File: config.mk
export PLATFORM = sky130hd
export DESIGN_NAME = deserial
export DESIGN_NICKNAME = d
export VERILOG_FILES = /design/src/rtl/serial_pkg.sv /design/src/rtl/sync_ff.sv /design/src/rtl/deserial.sv
export SDC_FILE = /design/constraint.sdc
export NUM_CORES = 1
export LEC_CHECK = 0
export BUFFER_PORTS_ARGS = -buffer_cell sky130_fd_sc_hd__buf_2
export CORE_MARGIN = 4
export CORE_UTILIZATION = 30
export CTS_CLUSTER_DIAMETER = 30
export DETAILED_ROUTE_END_ITERATION = 12
export PLACE_DENSITY_LB_ADDON = 0.12
export SYNTH_ARGS = -nofsm -noshare
export SYNTH_HDL_FRONTEND = slang
export SYNTH_SLANG_ARGS = --single-unit
export TNS_END_PERCENT = 5
File: constraint.sdc
create_clock -name in_clk -period 3 [get_ports in_clk]
set_clock_uncertainty 0.15 [all_clocks]
set_input_delay 0.3 -clock in_clk [delete_from_list [all_inputs] [get_ports in_clk]]
set_output_delay 0.3 -clock in_clk [all_outputs]
set_load 0.02 [all_outputs]
File: src/rtl/serial_pkg.sv
// Shared types for the serial receive path.
// Latency: n/a (types only).
// Backpressure: n/a (types only).
package serial_pkg;

    // Receiver control state: Idle holds the datapath cleared, Receive samples bits.
    typedef enum logic {
        ST_IDLE    = 1'b0,
        ST_RECEIVE = 1'b1
    } t_deserial_state;

endpackage

File: src/rtl/sync_ff.sv
// Multi-flop synchroniser bringing one asynchronous bit into the in_clk domain.
// Latency: STAGES in_clk cycles from in_d to out_q.
// Backpressure: none; the input is sampled every cycle.
//
// Ports:
//   in_clk  - destination clock
//   in_rst  - synchronous active-low reset, loads every stage with INIT
//   in_d    - asynchronous input bit
//   out_q   - synchronised output bit
module sync_ff #(
    parameter int   STAGES = 2,
    parameter logic INIT   = 1'b0
) (
    input  logic in_clk,
    input  logic in_rst,
    input  logic in_d,
    output logic out_q
);

    logic [STAGES-1:0] chain;

    always_ff @(posedge in_clk) begin
        if (!in_rst) begin
            chain <= {STAGES{INIT}};
        end else begin
            chain[0] <= in_d;
            for (int i = 1; i < STAGES; i++) begin
                chain[i] <= chain[i-1];
            end
        end
    end

    assign out_q = chain[STAGES-1];

endmodule

File: src/rtl/deserial.sv
// Serial-to-parallel receiver: samples in_serial on the active edge of an async serial clock.
// Latency: SYNC_STAGES + 1 in_clk cycles from the final serial clock edge to out_valid.
// Backpressure: out_valid/in_ack handshake; a word completing while the previous one is unacked is dropped and flags out_overrun.
//
// Ports:
//   in_clk, in_rst     - main clock, synchronous active-low reset
//   in_enable          - receive enable; dropping it aborts a partial word and clears out_overrun
//   in_serial_clk      - async serial clock, idles at SERIAL_CLK_INACTIVE
//   in_serial          - async serial data
//   in_ack             - consumer accepts out_parallel when out_valid=1
//   out_parallel       - last completed word
//   out_valid          - word available until acknowledged
//   out_busy           - a partial word is held
//   out_overrun        - sticky: a completed word was dropped
module deserial
    import serial_pkg::*;
#(
    parameter int BITS                = 8,
    parameter int LOWBIT_FIRST        = 1,
    parameter int SERIAL_CLK_INACTIVE = 1,
    parameter int SYNC_STAGES         = 2,
    parameter int TIMEOUT_CYCLES      = 50_000
) (
    input  logic            in_clk,
    input  logic            in_rst,
    input  logic            in_enable,
    input  logic            in_serial_clk,
    input  logic            in_serial,
    input  logic            in_ack,
    output logic [BITS-1:0] out_parallel,
    output logic            out_valid,
    output logic            out_busy,
    output logic            out_overrun
);

    localparam int   CNT_W    = $clog2(BITS) + 1;
    localparam int   IDLE_W   = $clog2(TIMEOUT_CYCLES + 1);
    localparam logic CLK_IDLE = (SERIAL_CLK_INACTIVE != 0);

    localparam logic [CNT_W-1:0]  LAST_BIT     = CNT_W'(BITS - 1);
    localparam logic [IDLE_W-1:0] TIMEOUT_LAST = IDLE_W'(TIMEOUT_CYCLES - 1);

    t_deserial_state   state_q;
    t_deserial_state   state_d;

    logic              clk_sync;
    logic              dat_sync;
    logic              clk_prev;
    logic              sample_edge;

    logic [CNT_W-1:0]  bit_cnt;
    logic [CNT_W-1:0]  bit_pos;
    logic [IDLE_W-1:0] idle_cnt;
    logic [BITS-1:0]   shreg;
    logic [BITS-1:0]   shreg_nxt;

    logic              busy;
    logic              take_bit;
    logic              discard;
    logic              timeout_hit;
    logic              word_done;
    logic              accept;

    sync_ff #(.STAGES(SYNC_STAGES), .INIT(CLK_IDLE)) u_sync_clk (
        .in_clk (in_clk),
        .in_rst (in_rst),
        .in_d   (in_serial_clk),
        .out_q  (clk_sync)
    );

    sync_ff #(.STAGES(SYNC_STAGES), .INIT(1'b0)) u_sync_dat (
        .in_clk (in_clk),
        .in_rst (in_rst),
        .in_d   (in_serial),
        .out_q  (dat_sync)
    );

    // Only the idle-to-active transition samples; the return to idle is ignored.
    assign sample_edge = (clk_prev == CLK_IDLE) && (clk_sync != CLK_IDLE);

    assign busy        = (bit_cnt != '0);
    assign timeout_hit = busy && (idle_cnt == TIMEOUT_LAST);
    assign word_done   = take_bit && (bit_cnt == LAST_BIT);
    assign accept      = out_valid && in_ack;
    assign bit_pos     = (LOWBIT_FIRST != 0) ? bit_cnt : (LAST_BIT - bit_cnt);

    // Shift register image with the current data bit dropped into its slot.
    always_comb begin
        shreg_nxt = shreg;
        for (int i = 0; i < BITS; i++) begin
            if (bit_pos == CNT_W'(i)) begin
                shreg_nxt[i] = dat_sync;
            end
        end
    end

    always_comb begin
        state_d  = state_q;
        take_bit = 1'b0;
        discard  = 1'b0;
        case (state_q)
            ST_IDLE: begin
                if (in_enable) begin
                    state_d = ST_RECEIVE;
                end
            end
            ST_RECEIVE: begin
                if (!in_enable) begin
                    state_d = ST_IDLE;
                    discard = 1'b1;
                end else if (sample_edge) begin
                    take_bit = 1'b1;
                end else if (timeout_hit) begin
                    discard = 1'b1;
                end
            end
            default: state_d = ST_IDLE;
        endcase
    end

    always_ff @(posedge in_clk) begin
        if (!in_rst) begin
            state_q      <= ST_IDLE;
            clk_prev     <= CLK_IDLE;
            bit_cnt      <= '0;
            idle_cnt     <= '0;
            shreg        <= '0;
            out_parallel <= '0;
            out_valid    <= 1'b0;
            out_overrun  <= 1'b0;
        end else begin
            state_q  <= state_d;
            clk_prev <= clk_sync;

            if (state_q == ST_IDLE || discard) begin
                bit_cnt  <= '0;
                shreg    <= '0;
                idle_cnt <= '0;
            end else if (take_bit) begin
                idle_cnt <= '0;
                if (word_done) begin
                    bit_cnt <= '0;
                    shreg   <= '0;
                end else begin
                    bit_cnt <= bit_cnt + CNT_W'(1);
                    shreg   <= shreg_nxt;
                end
            end else if (busy) begin
                idle_cnt <= idle_cnt + IDLE_W'(1);
            end else begin
                idle_cnt <= '0;
            end

            // A completing word may replace the held one only if the slot is free or freed this cycle.
            if (word_done && (!out_valid || accept)) begin
                out_parallel <= shreg_nxt;
                out_valid    <= 1'b1;
            end else if (accept) begin
                out_valid <= 1'b0;
            end

            if (!in_enable) begin
                out_overrun <= 1'b0;
            end else if (word_done && out_valid && !in_ack) begin
                out_overrun <= 1'b1;
            end
        end
    end

    assign out_busy = busy;

endmodule

==> flow_summary.ini <==
[layout]
drive_gt1_frac = 0.151
area_growth_pct = 12.4
diodes = 0
fin_util = 0.356
nets = 229
fill_cells = 654

[setup_path]
critPathArrivalTime_ns = 1.63
crit_type = register to primary output
crit_path_max_fanout = 6
crit_required_ns = 2.55
worstReg2RegStart = idle_cnt[0]
worstSetupEndpointType = primary output
start_kind = register
r2r-end = idle_cnt[2]
r2r_slack_ns = 1.06
worstRegToRegCells = 5

[clocking]
clkTransAtPathRegs_ns = 0.09
post_cts_buffers = 0
cts_tree = done
htreeDepth = 2
hold_buffers = 0
numClockSinks = 43
numCtsBuffers = 5
cts-root-buf = clkbuf_8
clock_latency_ns = 0.30
cts_buffer_depth = 2
cts_resized = 0

[sta]
fmax_mhz = 480
relSlewSlack = 0.564
tightestPinTransition_ns = 0.653
grt_setup_unrepaired = false
finalHoldViolCount = 0
finalCritPeriodShare = 0.695
setup_viol = 0
period_needed_ns = 2.08
fin_ws_ns = 0.915
drv_slew = 0
fin_tns_setup_ns = 0
hold_ws_ns = 0.0317

[route]
dr.pass1.iters = 4
drt_wl_total_microns = 3780
via_per_inst = 4.67
ant_nets = 0
wl_per_cell_microns = 12.9
via_count = 1374
drt_iter0_drc = 89
drcViolationCount = 0

[global_route]
grt_pass1_wl_microns = 6810
antenna_found_initial = 0
grt_use_total = 0.114
overflow = 0
grt_pass1_vias = 1396
grt_max_degree = 17

[synthesis]
synth_cells = 201
ys_warn_count = 0
synth_nets = 212
yosysSeqAreaShare = 0.446
synth_seq_cells = 43
synth_area_sq_mm = 0.00193
synthArstFlopShare = 0
synth_ff_type = dfxtp_1
yosys.cell_types.count = 45
syn_avg_cell_area_sq_um = 9.60
synth-edff-count = 0

[floorplan]
io_pins = 17
die_w_microns = 88.2
design.die.area_sq_mm = 0.00778
start_util = 0.317
num_rows = 28
die_y_microns = 88.2
core_sq_mm = 0.00610

[hold_path]
min_path_type = input pin to register
holdPathEnd = u_sync_clk.chain[0]
min_path_cells = 2
min_from = in_serial_clk

[power_and_ir_drop]
total_power_w = 0.000956
max-vdd-ir-drop_mv = 0.241
powerDensity_mw_per_mm2 = 441
leakage_nw = 0.827

[place]
place_ws_ns = 0.992
numPortBuffers = 16
hpwlAfterDp_microns = 2620
gp_congestion = 0.724

[flow_run]
maxCapViolCount = 0

[run_status]
status = finished, final reports clean
through the flow:
step                      instances  instance area, sq um
after global placement          286                  2080
after CTS                       294                  2170
after floorplan                 201                  1930
final                           294                  2170
after detailed placement        286                  2080
after global routing            294                  2170
layout make-up:
class                   instances  area (sq um)  share of cell area
clock buffers                   6          72.6              0.0334
clock inverters                 2          12.5             0.00577
inverters                       6          22.5              0.0104
multi-input cells             144          1010               0.467
flip-flops and latches         43           861               0.397
well taps                      75          93.8              0.0433
repair buffers                 18          95.1              0.0438
cell usage in the layout, fill, tap and decap left out, drive strengths merged, types with 2 or more instances in the layout:
master,n
mux2,5
nor2b,9
o211a,2
o31ai,2
nor3,3
xor2,5
nand2,12
and2,3
nor3b,5
and3,5
clkbuf,6
nand3b,4
xnor2,8
o21ai,3
nand4,5
ha,5
nand2b,4
inv,6
dfxtp,43
a21oi,5
buf,18
nor2,27
a22oi,5
mux2i,9
nand3,5
registers in the layout, indices dropped and copies added, names as in the netlist:
| register | flops |
|---|---|
| idle_cnt | 16 |
| out_parallel | 8 |
| shreg | 7 |
| bit_cnt | 4 |
| u_sync_clk.chain | 2 |
| u_sync_dat.chain | 2 |
| clk_prev | 1 |
| out_overrun | 1 |
| out_valid | 1 |
| state_q | 1 |
cells by family (layout without fill, tap and decap cells):
group,Yosys count,after routing,share of synthesized area
simple gates,92,92,0.281
flops,43,43,0.446
compound gates,20,20,0.0758
mux,14,14,0.0758
buf+inv,14,32,0.0298
xor+xnor,13,13,0.0590
fa+ha+maj,5,5,0.0324
cells in the mapped netlist, types with 3 or more instances:
library cell | instances | share of area
inv_1 | 6 | 0.012
nand2_1 | 12 | 0.023
nor3b_1 | 4 | 0.016
xnor2_1 | 8 | 0.036
nor2b_1 | 9 | 0.029
nand3b_1 | 3 | 0.012
dfxtp_1 | 43 | 0.45
nand4_1 | 4 | 0.013
nand2b_1 | 4 | 0.013
a21oi_1 | 5 | 0.013
buf_2 | 4 | 0.010
and3_1 | 4 | 0.013
a22oi_1 | 5 | 0.019
mux2i_1 | 9 | 0.047
clkbuf_1 | 4 | 0.0078
nand3_1 | 5 | 0.013
mux2_1 | 5 | 0.029
nor2_1 | 27 | 0.052
ha_1 | 5 | 0.032
and2_1 | 3 | 0.0097
xor2_1 | 5 | 0.023
routing by layer:
| metal | up-vias | wire length, microns | track usage |
|---|---|---|---|
| met3 | 7 | 108 | 0.0289 |
| met5 | - | 0 | 0 |
| met2 | 11 | 1720 | 0.174 |
| met1 | 625 | 1880 | 0.151 |
| li1 | 731 | - | - |
| met4 | 0 | 76 | 0.0495 |
power by group:
part | internal, W | switching (W) | total [W]
sequential | 0.000574 | 0.00000272 | 0.000576
clock | 0.000163 | 0.000201 | 0.000364
combinational | 0.00000747 | 0.00000806 | 0.0000155
worst max path at each step:
stage               slack, ns         from      endpoint
CTS                      0.90   bit_cnt[0]      out_busy
global route             0.77   bit_cnt[0]      out_busy
floorplan                1.34   bit_cnt[0]  idle_cnt[10]
detailed placement       0.99  idle_cnt[0]  idle_cnt[12]
finish                   0.92   bit_cnt[0]      out_busy
global placement         1.04  idle_cnt[0]   idle_cnt[5]
worst max-delay path, cell delays in order, from the launching register on:
cell and delay [ns]:
dfxtp_1 0.36, inv_1 0.11, ha_1 0.17, nor3b_2 0.45, inv_1 0.07, buf_2 0.17
(Power assumes the default switching activity.)
